File: src/rtl/vga_pkg.sv
// Shared timing constants and widths for the VGA frame-buffer reader.
package vga_pkg;

  localparam int unsigned H_ACTIVE  = 640;
  localparam int unsigned H_FP      = 16;
  localparam int unsigned H_SYNC    = 96;
  localparam int unsigned H_BP      = 48;
  localparam int unsigned H_TOTAL   = H_ACTIVE + H_FP + H_SYNC + H_BP;

  localparam int unsigned V_ACTIVE  = 480;
  localparam int unsigned V_FP      = 10;
  localparam int unsigned V_SYNC    = 2;
  localparam int unsigned V_BP      = 33;
  localparam int unsigned V_TOTAL   = V_ACTIVE + V_FP + V_SYNC + V_BP;

  localparam int unsigned LOGICAL_W = 160;
  localparam int unsigned LOGICAL_H = 120;

  localparam int unsigned ADDR_W    = 15;
  localparam int unsigned COLOUR_W  = 3;
  localparam int unsigned CNT_W     = 10;

endpackage

File: src/rtl/vga_frame_reader_if.sv
// Frame-buffer read port plus VGA output bundle of the frame reader.
interface vga_frame_reader_if;
  import vga_pkg::*;

  logic [ADDR_W-1:0]   rd_addr;
  logic [COLOUR_W-1:0] rd_data;
  logic [COLOUR_W-1:0] vga_colour;
  logic                vga_hs;
  logic                vga_vs;
  logic                vga_blank_n;
  logic                vga_pix_en;
  logic                frame_start;

  modport master (
    output rd_addr, vga_colour, vga_hs, vga_vs, vga_blank_n, vga_pix_en, frame_start,
    input  rd_data
  );

  modport slave (
    input  rd_addr, vga_colour, vga_hs, vga_vs, vga_blank_n, vga_pix_en, frame_start,
    output rd_data
  );

endinterface

File: src/rtl/vga_timing_counter.sv
// Horizontal/vertical scan counters with active, sync and frame-wrap decode.
module vga_timing_counter
  import vga_pkg::*;
#(
  parameter int unsigned H_ACTIVE = vga_pkg::H_ACTIVE,
  parameter int unsigned H_FP     = vga_pkg::H_FP,
  parameter int unsigned H_SYNC   = vga_pkg::H_SYNC,
  parameter int unsigned H_BP     = vga_pkg::H_BP,
  parameter int unsigned V_ACTIVE = vga_pkg::V_ACTIVE,
  parameter int unsigned V_FP     = vga_pkg::V_FP,
  parameter int unsigned V_SYNC   = vga_pkg::V_SYNC,
  parameter int unsigned V_BP     = vga_pkg::V_BP
) (
  input  logic             clk,
  input  logic             resetn,
  input  logic             enable,
  input  logic             tick,
  output logic [CNT_W-1:0] h,
  output logic [CNT_W-1:0] v,
  output logic             active_c,
  output logic             hs_c,
  output logic             vs_c,
  output logic             wrap_c
);

  localparam int unsigned H_TOT = H_ACTIVE + H_FP + H_SYNC + H_BP;
  localparam int unsigned V_TOT = V_ACTIVE + V_FP + V_SYNC + V_BP;

  logic h_last_c;
  logic v_last_c;

  // Region decode from the current counter position.
  always_comb begin
    h_last_c = (h == CNT_W'(H_TOT - 1));
    v_last_c = (v == CNT_W'(V_TOT - 1));
    active_c = (h < CNT_W'(H_ACTIVE)) && (v < CNT_W'(V_ACTIVE));
    hs_c     = !((h >= CNT_W'(H_ACTIVE + H_FP)) && (h < CNT_W'(H_ACTIVE + H_FP + H_SYNC)));
    vs_c     = !((v >= CNT_W'(V_ACTIVE + V_FP)) && (v < CNT_W'(V_ACTIVE + V_FP + V_SYNC)));
    wrap_c   = tick && h_last_c && v_last_c;
  end

  // Counters advance on pixel ticks; dropping enable restarts the scan at (0,0).
  always_ff @(posedge clk or negedge resetn) begin
    if (!resetn) begin
      h <= '0;
      v <= '0;
    end else if (!enable) begin
      h <= '0;
      v <= '0;
    end else if (tick) begin
      if (h_last_c) begin
        h <= '0;
        v <= v_last_c ? '0 : v + CNT_W'(1);
      end else begin
        h <= h + CNT_W'(1);
      end
    end
  end

endmodule

File: src/rtl/vga_frame_reader.sv
// Scans the 160x120 frame buffer and drives 640x480@60 VGA, 4x4 pixel blocks.
// Optional macro VGA_FRAME_READER_BORDER_EN draws a white play-field border.
module vga_frame_reader
  import vga_pkg::*;
#(
  parameter int unsigned H_ACTIVE = vga_pkg::H_ACTIVE,
  parameter int unsigned H_FP     = vga_pkg::H_FP,
  parameter int unsigned H_SYNC   = vga_pkg::H_SYNC,
  parameter int unsigned H_BP     = vga_pkg::H_BP,
  parameter int unsigned V_ACTIVE = vga_pkg::V_ACTIVE,
  parameter int unsigned V_FP     = vga_pkg::V_FP,
  parameter int unsigned V_SYNC   = vga_pkg::V_SYNC,
  parameter int unsigned V_BP     = vga_pkg::V_BP
) (
  input logic                clk,
  input logic                resetn,
  input logic                enable,
  vga_frame_reader_if.master bus
);

  logic                phase;
  logic                started;
  logic                tick_c;
  logic [CNT_W-1:0]    h;
  logic [CNT_W-1:0]    v;
  logic [CNT_W-1:0]    x_c;
  logic [CNT_W-1:0]    y_c;
  logic                active_c;
  logic                hs_c;
  logic                vs_c;
  logic                wrap_c;
  logic [ADDR_W-1:0]   addr_c;
  logic [COLOUR_W-1:0] colour_c;
  logic                s1_active;
  logic                s1_hs;
  logic                s1_vs;
`ifdef VGA_FRAME_READER_BORDER_EN
  logic                border_c;
  logic                s1_border;
`endif

  assign tick_c         = phase;
  assign bus.vga_pix_en = phase;

  // Pixel-tick toggle and first-tick-after-enable tracking.
  always_ff @(posedge clk or negedge resetn) begin
    if (!resetn) begin
      phase   <= 1'b0;
      started <= 1'b0;
    end else if (!enable) begin
      phase   <= 1'b0;
      started <= 1'b0;
    end else begin
      phase <= ~phase;
      if (phase) started <= 1'b1;
    end
  end

  vga_timing_counter #(
    .H_ACTIVE (H_ACTIVE),
    .H_FP     (H_FP),
    .H_SYNC   (H_SYNC),
    .H_BP     (H_BP),
    .V_ACTIVE (V_ACTIVE),
    .V_FP     (V_FP),
    .V_SYNC   (V_SYNC),
    .V_BP     (V_BP)
  ) u_timing (
    .clk      (clk),
    .resetn   (resetn),
    .enable   (enable),
    .tick     (tick_c),
    .h        (h),
    .v        (v),
    .active_c (active_c),
    .hs_c     (hs_c),
    .vs_c     (vs_c),
    .wrap_c   (wrap_c)
  );

  // Logical pixel address y*160+x as shift-add, and stage-2 colour source.
  always_comb begin
    x_c    = h >> 2;
    y_c    = v >> 2;
    addr_c = (ADDR_W'(y_c) << 7) + (ADDR_W'(y_c) << 5) + ADDR_W'(x_c);
`ifdef VGA_FRAME_READER_BORDER_EN
    border_c = (x_c == '0) || (x_c == CNT_W'(LOGICAL_W - 1)) ||
               (y_c == '0) || (y_c == CNT_W'(LOGICAL_H - 1));
    colour_c = s1_border ? '1 : bus.rd_data;
`else
    colour_c = bus.rd_data;
`endif
  end

  // Two-stage pipeline: address/flags, then RAM data aligned with sync/blank.
  always_ff @(posedge clk or negedge resetn) begin
    if (!resetn) begin
      bus.rd_addr     <= '0;
      s1_active       <= 1'b0;
      s1_hs           <= 1'b1;
      s1_vs           <= 1'b1;
      bus.vga_colour  <= '0;
      bus.vga_hs      <= 1'b1;
      bus.vga_vs      <= 1'b1;
      bus.vga_blank_n <= 1'b0;
      bus.frame_start <= 1'b0;
`ifdef VGA_FRAME_READER_BORDER_EN
      s1_border       <= 1'b0;
`endif
    end else if (!enable) begin
      bus.rd_addr     <= '0;
      s1_active       <= 1'b0;
      s1_hs           <= 1'b1;
      s1_vs           <= 1'b1;
      bus.vga_colour  <= '0;
      bus.vga_hs      <= 1'b1;
      bus.vga_vs      <= 1'b1;
      bus.vga_blank_n <= 1'b0;
      bus.frame_start <= 1'b0;
`ifdef VGA_FRAME_READER_BORDER_EN
      s1_border       <= 1'b0;
`endif
    end else begin
      bus.frame_start <= tick_c && (wrap_c || !started);
      if (tick_c) begin
        if (active_c) bus.rd_addr <= addr_c;
        s1_active       <= active_c;
        s1_hs           <= hs_c;
        s1_vs           <= vs_c;
`ifdef VGA_FRAME_READER_BORDER_EN
        s1_border       <= border_c;
`endif
        bus.vga_colour  <= s1_active ? colour_c : '0;
        bus.vga_hs      <= s1_hs;
        bus.vga_vs      <= s1_vs;
        bus.vga_blank_n <= s1_active;
      end
    end
  end

endmodule

File: src/flat_wrapper.sv
// flat-port wrapper written by rule: the top's interface ports become plain ports
module vga_frame_reader_flat import vga_pkg::*;
#(
  parameter int unsigned H_ACTIVE = vga_pkg::H_ACTIVE,
  parameter int unsigned H_FP     = vga_pkg::H_FP,
  parameter int unsigned H_SYNC   = vga_pkg::H_SYNC,
  parameter int unsigned H_BP     = vga_pkg::H_BP,
  parameter int unsigned V_ACTIVE = vga_pkg::V_ACTIVE,
  parameter int unsigned V_FP     = vga_pkg::V_FP,
  parameter int unsigned V_SYNC   = vga_pkg::V_SYNC,
  parameter int unsigned V_BP     = vga_pkg::V_BP
)
  (clk, resetn, enable, bus_rd_addr, bus_vga_colour, bus_vga_hs, bus_vga_vs, bus_vga_blank_n, bus_vga_pix_en, bus_frame_start, bus_rd_data);
  vga_frame_reader_if bus_i ();
  input logic clk;
  input logic resetn;
  input logic enable;
  output wire logic [$bits(bus_i.rd_addr)-1:0] bus_rd_addr;
  output wire logic [$bits(bus_i.vga_colour)-1:0] bus_vga_colour;
  output wire logic [$bits(bus_i.vga_hs)-1:0] bus_vga_hs;
  output wire logic [$bits(bus_i.vga_vs)-1:0] bus_vga_vs;
  output wire logic [$bits(bus_i.vga_blank_n)-1:0] bus_vga_blank_n;
  output wire logic [$bits(bus_i.vga_pix_en)-1:0] bus_vga_pix_en;
  output wire logic [$bits(bus_i.frame_start)-1:0] bus_frame_start;
  input wire logic [$bits(bus_i.rd_data)-1:0] bus_rd_data;
  assign bus_rd_addr = bus_i.rd_addr;
  assign bus_vga_colour = bus_i.vga_colour;
  assign bus_vga_hs = bus_i.vga_hs;
  assign bus_vga_vs = bus_i.vga_vs;
  assign bus_vga_blank_n = bus_i.vga_blank_n;
  assign bus_vga_pix_en = bus_i.vga_pix_en;
  assign bus_frame_start = bus_i.frame_start;
  assign bus_i.rd_data = bus_rd_data;
  vga_frame_reader #(.H_ACTIVE(H_ACTIVE), .H_FP(H_FP), .H_SYNC(H_SYNC), .H_BP(H_BP), .V_ACTIVE(V_ACTIVE), .V_FP(V_FP), .V_SYNC(V_SYNC), .V_BP(V_BP)) u_core (.clk(clk), .resetn(resetn), .enable(enable), .bus(bus_i));
endmodule
File: config.mk
export PLATFORM = sky130hd
export DESIGN_NAME = vga_frame_reader_flat
export DESIGN_NICKNAME = d
export VERILOG_FILES = /design/src/rtl/vga_pkg.sv /design/src/rtl/vga_frame_reader_if.sv /design/src/rtl/vga_timing_counter.sv /design/src/rtl/vga_frame_reader.sv /design/src/flat_wrapper.sv
export SDC_FILE = /design/constraint.sdc
export NUM_CORES = 1
export LEC_CHECK = 0
export ABC_CLOCK_PERIOD_IN_PS = 3800
export CAP_MARGIN = 5
export CORE_MARGIN = 2
export CORE_UTILIZATION = 50
export CTS_BUF_LIST = sky130_fd_sc_hd__clkbuf_4
export CTS_CLUSTER_DIAMETER = 50
export CTS_CLUSTER_SIZE = 40
export DETAILED_ROUTE_END_ITERATION = 7
export PLACE_DENSITY = 0.77
export SLEW_MARGIN = 20
export SYNTH_ARGS = -nofsm -noshare
export SYNTH_HDL_FRONTEND = slang
export SYNTH_SLANG_ARGS = --single-unit
File: constraint.sdc
create_clock -name clk -period 3.8 [get_ports clk]
set_input_delay 1.14 -clock clk [delete_from_list [all_inputs] [get_ports clk]]
set_output_delay 1.14 -clock clk [all_outputs]
set_load 0.01 [all_outputs]
==> impl_metrics.csv <==
group,metric,value,unit
place,post-place-ws,0.980,ns
floorplanning,rows,26,
worst_setup_path,worst-setup-path-type,"reg -> out",
routing,num_vias,2068,
sta,final-max-slew-violation-count,0,
cells_and_area,diodes,0,
synthesis,synth_warnings,0,
clock_network,cts_hold_buf,0,
hold_path,hold_path_class,"reg -> reg",
cells_and_area,seq_area,0.00118,mm2
worst_setup_path,cp_cell_sequence,"buf_4 -> clkdlybuf4s50_1",
worst_setup_path,crit_arrival,1.52,ns
worst_setup_path,crit_fanout,19,
routing,viasPerCell,5.53,
clock_network,cts_setup_buffers,0,
sta,fin_skew,0.0129,ns
routing,drt-initial-drc-count,104,
worst_setup_path,crit_path_end_kind,"output pin",
floorplanning,die_area,0.00600,mm2
synthesis,synth_area,0.00270,mm2
synthesis,synth_area_per_cell,9.75,um2
floorplanning,floorplan.initialDensity,52.2,%
routing,firstDrtPassIters,4,
pwr,powerDensity,286,mW/mm2
synthesis,synth_ff_type,"dfrtp_1",
floorplanning,core,0.00517,mm2
clock_network,cts_tree,"done",
floorplanning,die-width,77.5,um
clock_network,clk_path_buf_depth,2,
place,place.gp.congestion,0.824,
cells_and_area,multi_input_area,0.00140,mm2
grt,grt_pass1_vias,2005,
synthesis,syn-num-nets,304,
routing,wl_met3,210,um
run,cap_violations,0,
floorplanning,num_io_pins,29,
synthesis,synth_edf_count,0,
clock_network,cts_made_buffers,5,
grt,grt_usage,19.7,%
synthesis,synth_top_area_share,39.9,%
routing,final_antenna_net_count,0,
sta,period_share,70.0,%
synthesis,yosysSeqAreaShare,43.7,%
outcome,status,"completed",
worst_setup_path,cpPeakStageDelay,0.57,ns
cells_and_area,design_area,0.00311,mm2
worst_setup_path,worst_ep_required_time,2.66,ns
clock_network,clock_latency,0.37,ns
clock_network,cts_num_sinks,47,
sta,period_needed,2.66,ns
clock_network,cts_resized,0,
sta,maxSlewHeadroom,60.0,%
sta,finalSetupTns,0,ns
synthesis,synth.most_common_cell,"dfrtp_1",
clock_network,cts-htree-levels,2,
grt,grt_first_pass_wirelength,9490,um
clock_network,clock-root-buffer,"clkbuf_4",
grt,grt_overflow,0,
place,dp_hpwl,3820,um
cells_and_area,syn2layout_area_growth,15.0,%
synthesis,yosys_register_bits,47,
place,placed_area,0.00302,mm2
sta,finalHoldViolCount,0,
cells_and_area,nets,330,
synthesis,postSynth.asyncResetShare,100,%
grt,antenna_found_initial,0,
synthesis,synth_cells,277,
routing,drc,0,
place,io_buffers,28,
routing,drt-wirelength-per-cell,14.4,um
synthesis,synth_area_leaders,"dfrtp_1 40%, ha_1 8.8%, nand2_1 4.0%",
grt,grt_max_degree,48,
place,dp.cells,366,
worst_setup_path,crit_path_start_kind,"flip-flop",
clock_network,clkTransAtPathRegs,0.15,ns
synthesis,synth.distinct_cells,46,
sta,fmax,376,MHz
sta,setup_viol,0,
cells_and_area,fillCellCount,440,
sta,rsz0062_at_grt,"false",
routing,drt_wl_total,5390,um
cells_and_area,instances_no_fill,374,
sta,whs,0.476,ns
floorplanning,die_y,77.5,um
sta,setup_slack,1.14,ns
pwr,peakVddDrop,0.175,mV
synthesis,yosys.area.top_type,"dfrtp_1",
cells_and_area,drive_above_1_share,7.57,%
routing,wl_met2,2490,um
routing,met1_length,2580,um
synthesis,synthTopCellsByCount,"43 x dfrtp_1, 29 x nand2_1, 21 x o21ai_0, 19 x ha_1, 18 x nand3_1",
pwr,power_leakage,1.39,nW
sta,tightest_slew,0.600,ns
routing,top_layer,"met4",
worst_setup_path,slowest_stage,"clkdlybuf4s50_1",
[worst paths after layout]
kind | from | to | slack, ns | cells after the start
worst max-delay path | u_core.bus.vga_pix_en | bus_vga_pix_en | 1.14 | 2
worst min-delay path | u_core.started | u_core.bus.frame_start | 0.48 | 1
worst max register to register | u_core.u_timing.v[2] | u_core.bus.rd_addr[13] | 1.18 | 9
worst min register to register | u_core.started | u_core.bus.frame_start | 0.48 | 1
max in group asynchronous | resetn | u_core.bus.rd_addr[13] | 2.63 | 1
min in group asynchronous | resetn | u_core.u_timing.v[7] | 0.74 | 1
[cell families (layout without fill, tap and decap cells)]
family	Yosys count	in the layout	share of synthesized area [%]
multiplexers	8	8	2.97
flip-flops	47	47	43.7
adder cells (fa/ha/maj)	21	21	10.3
XOR/XNOR	12	12	3.89
buffers and inverters	27	54	4.59
AO/OA/AOI/OAI	57	57	14.4
AND/OR/NAND/NOR	105	105	20.1
[through the flow]
step	utilization (%)	power, mW
2_1_floorplan	-	0.551
3_3_place_gp	58.3	0.580
3_5_place_dp	58.3	0.581
4_1_cts	60.0	0.894
5_1_grt	60.0	0.925
6_report	60.0	0.887
[critical path: cells and delay by family, from the launching register on]
| kind | cells | cell delay [ns] |
|---|---|---|
| flops | 1 | 0.35 |
| buf+inv | 2 | 0.80 |
[sequential cells by signal, summed over array words and instances (netlist names), 3 cells and up]
name	flops
u_core.bus.rd_addr	15
u_core.u_timing.v	10
u_core.u_timing.h	10
u_core.bus.vga_colour	3
[cell usage in the layout (no fill, tap or decap), types with 2 or more instances in the layout]
master	synthesis	final
a211oi_1	2	2
a21boi_0	6	6
a21oi_1	6	6
and2_1	4	4
and3_1	4	4
buf_4	0	4
clkbuf_4	0	5
clkdlybuf4s50_1	0	27
dfrtp_1	43	43
dfstp_2	4	4
fa_1	2	2
ha_1	19	19
inv_1	15	15
mux2i_1	8	8
nand2_1	29	29
nand2b_1	6	6
nand3_1	18	18
nand4_1	4	4
nand4b_1	3	3
nor2_1	15	15
nor2b_1	7	7
nor3_1	4	4
o211ai_1	4	4
o21a_1	6	6
o21ai_0	21	21
o31ai_1	4	4
or2_1	2	2
or3_1	2	2
xnor2_1	4	4
xor2_1	8	8
[metal layers]
layer / GRT usage (%) / vias up
li1: - / 1022
met1: 26.9 / 987
met2: 31.7 / 50
met3: 2.67 / 9
met4: 7.86 / 0
met5: 0 / -
[cell type report]
type                       instances  area share, %
sequential                        47           38.0
inverter                          15           1.81
clock inverter                     3           1.53
multi-input combinational        203           44.9
tap                               70           2.82
clock buffer                       5           1.21
timing repair buffer              31           9.67
[power breakdown]
part	leakage (nW)	total (mW)	switching [mW]	internal, mW
clock network	0.0458	0.315	0.173	0.142
registers	0.637	0.511	0.00464	0.506
logic	0.703	0.0604	0.0379	0.0225
total	1.39	0.887	0.216	0.671
(Power assumes the default switching activity.)
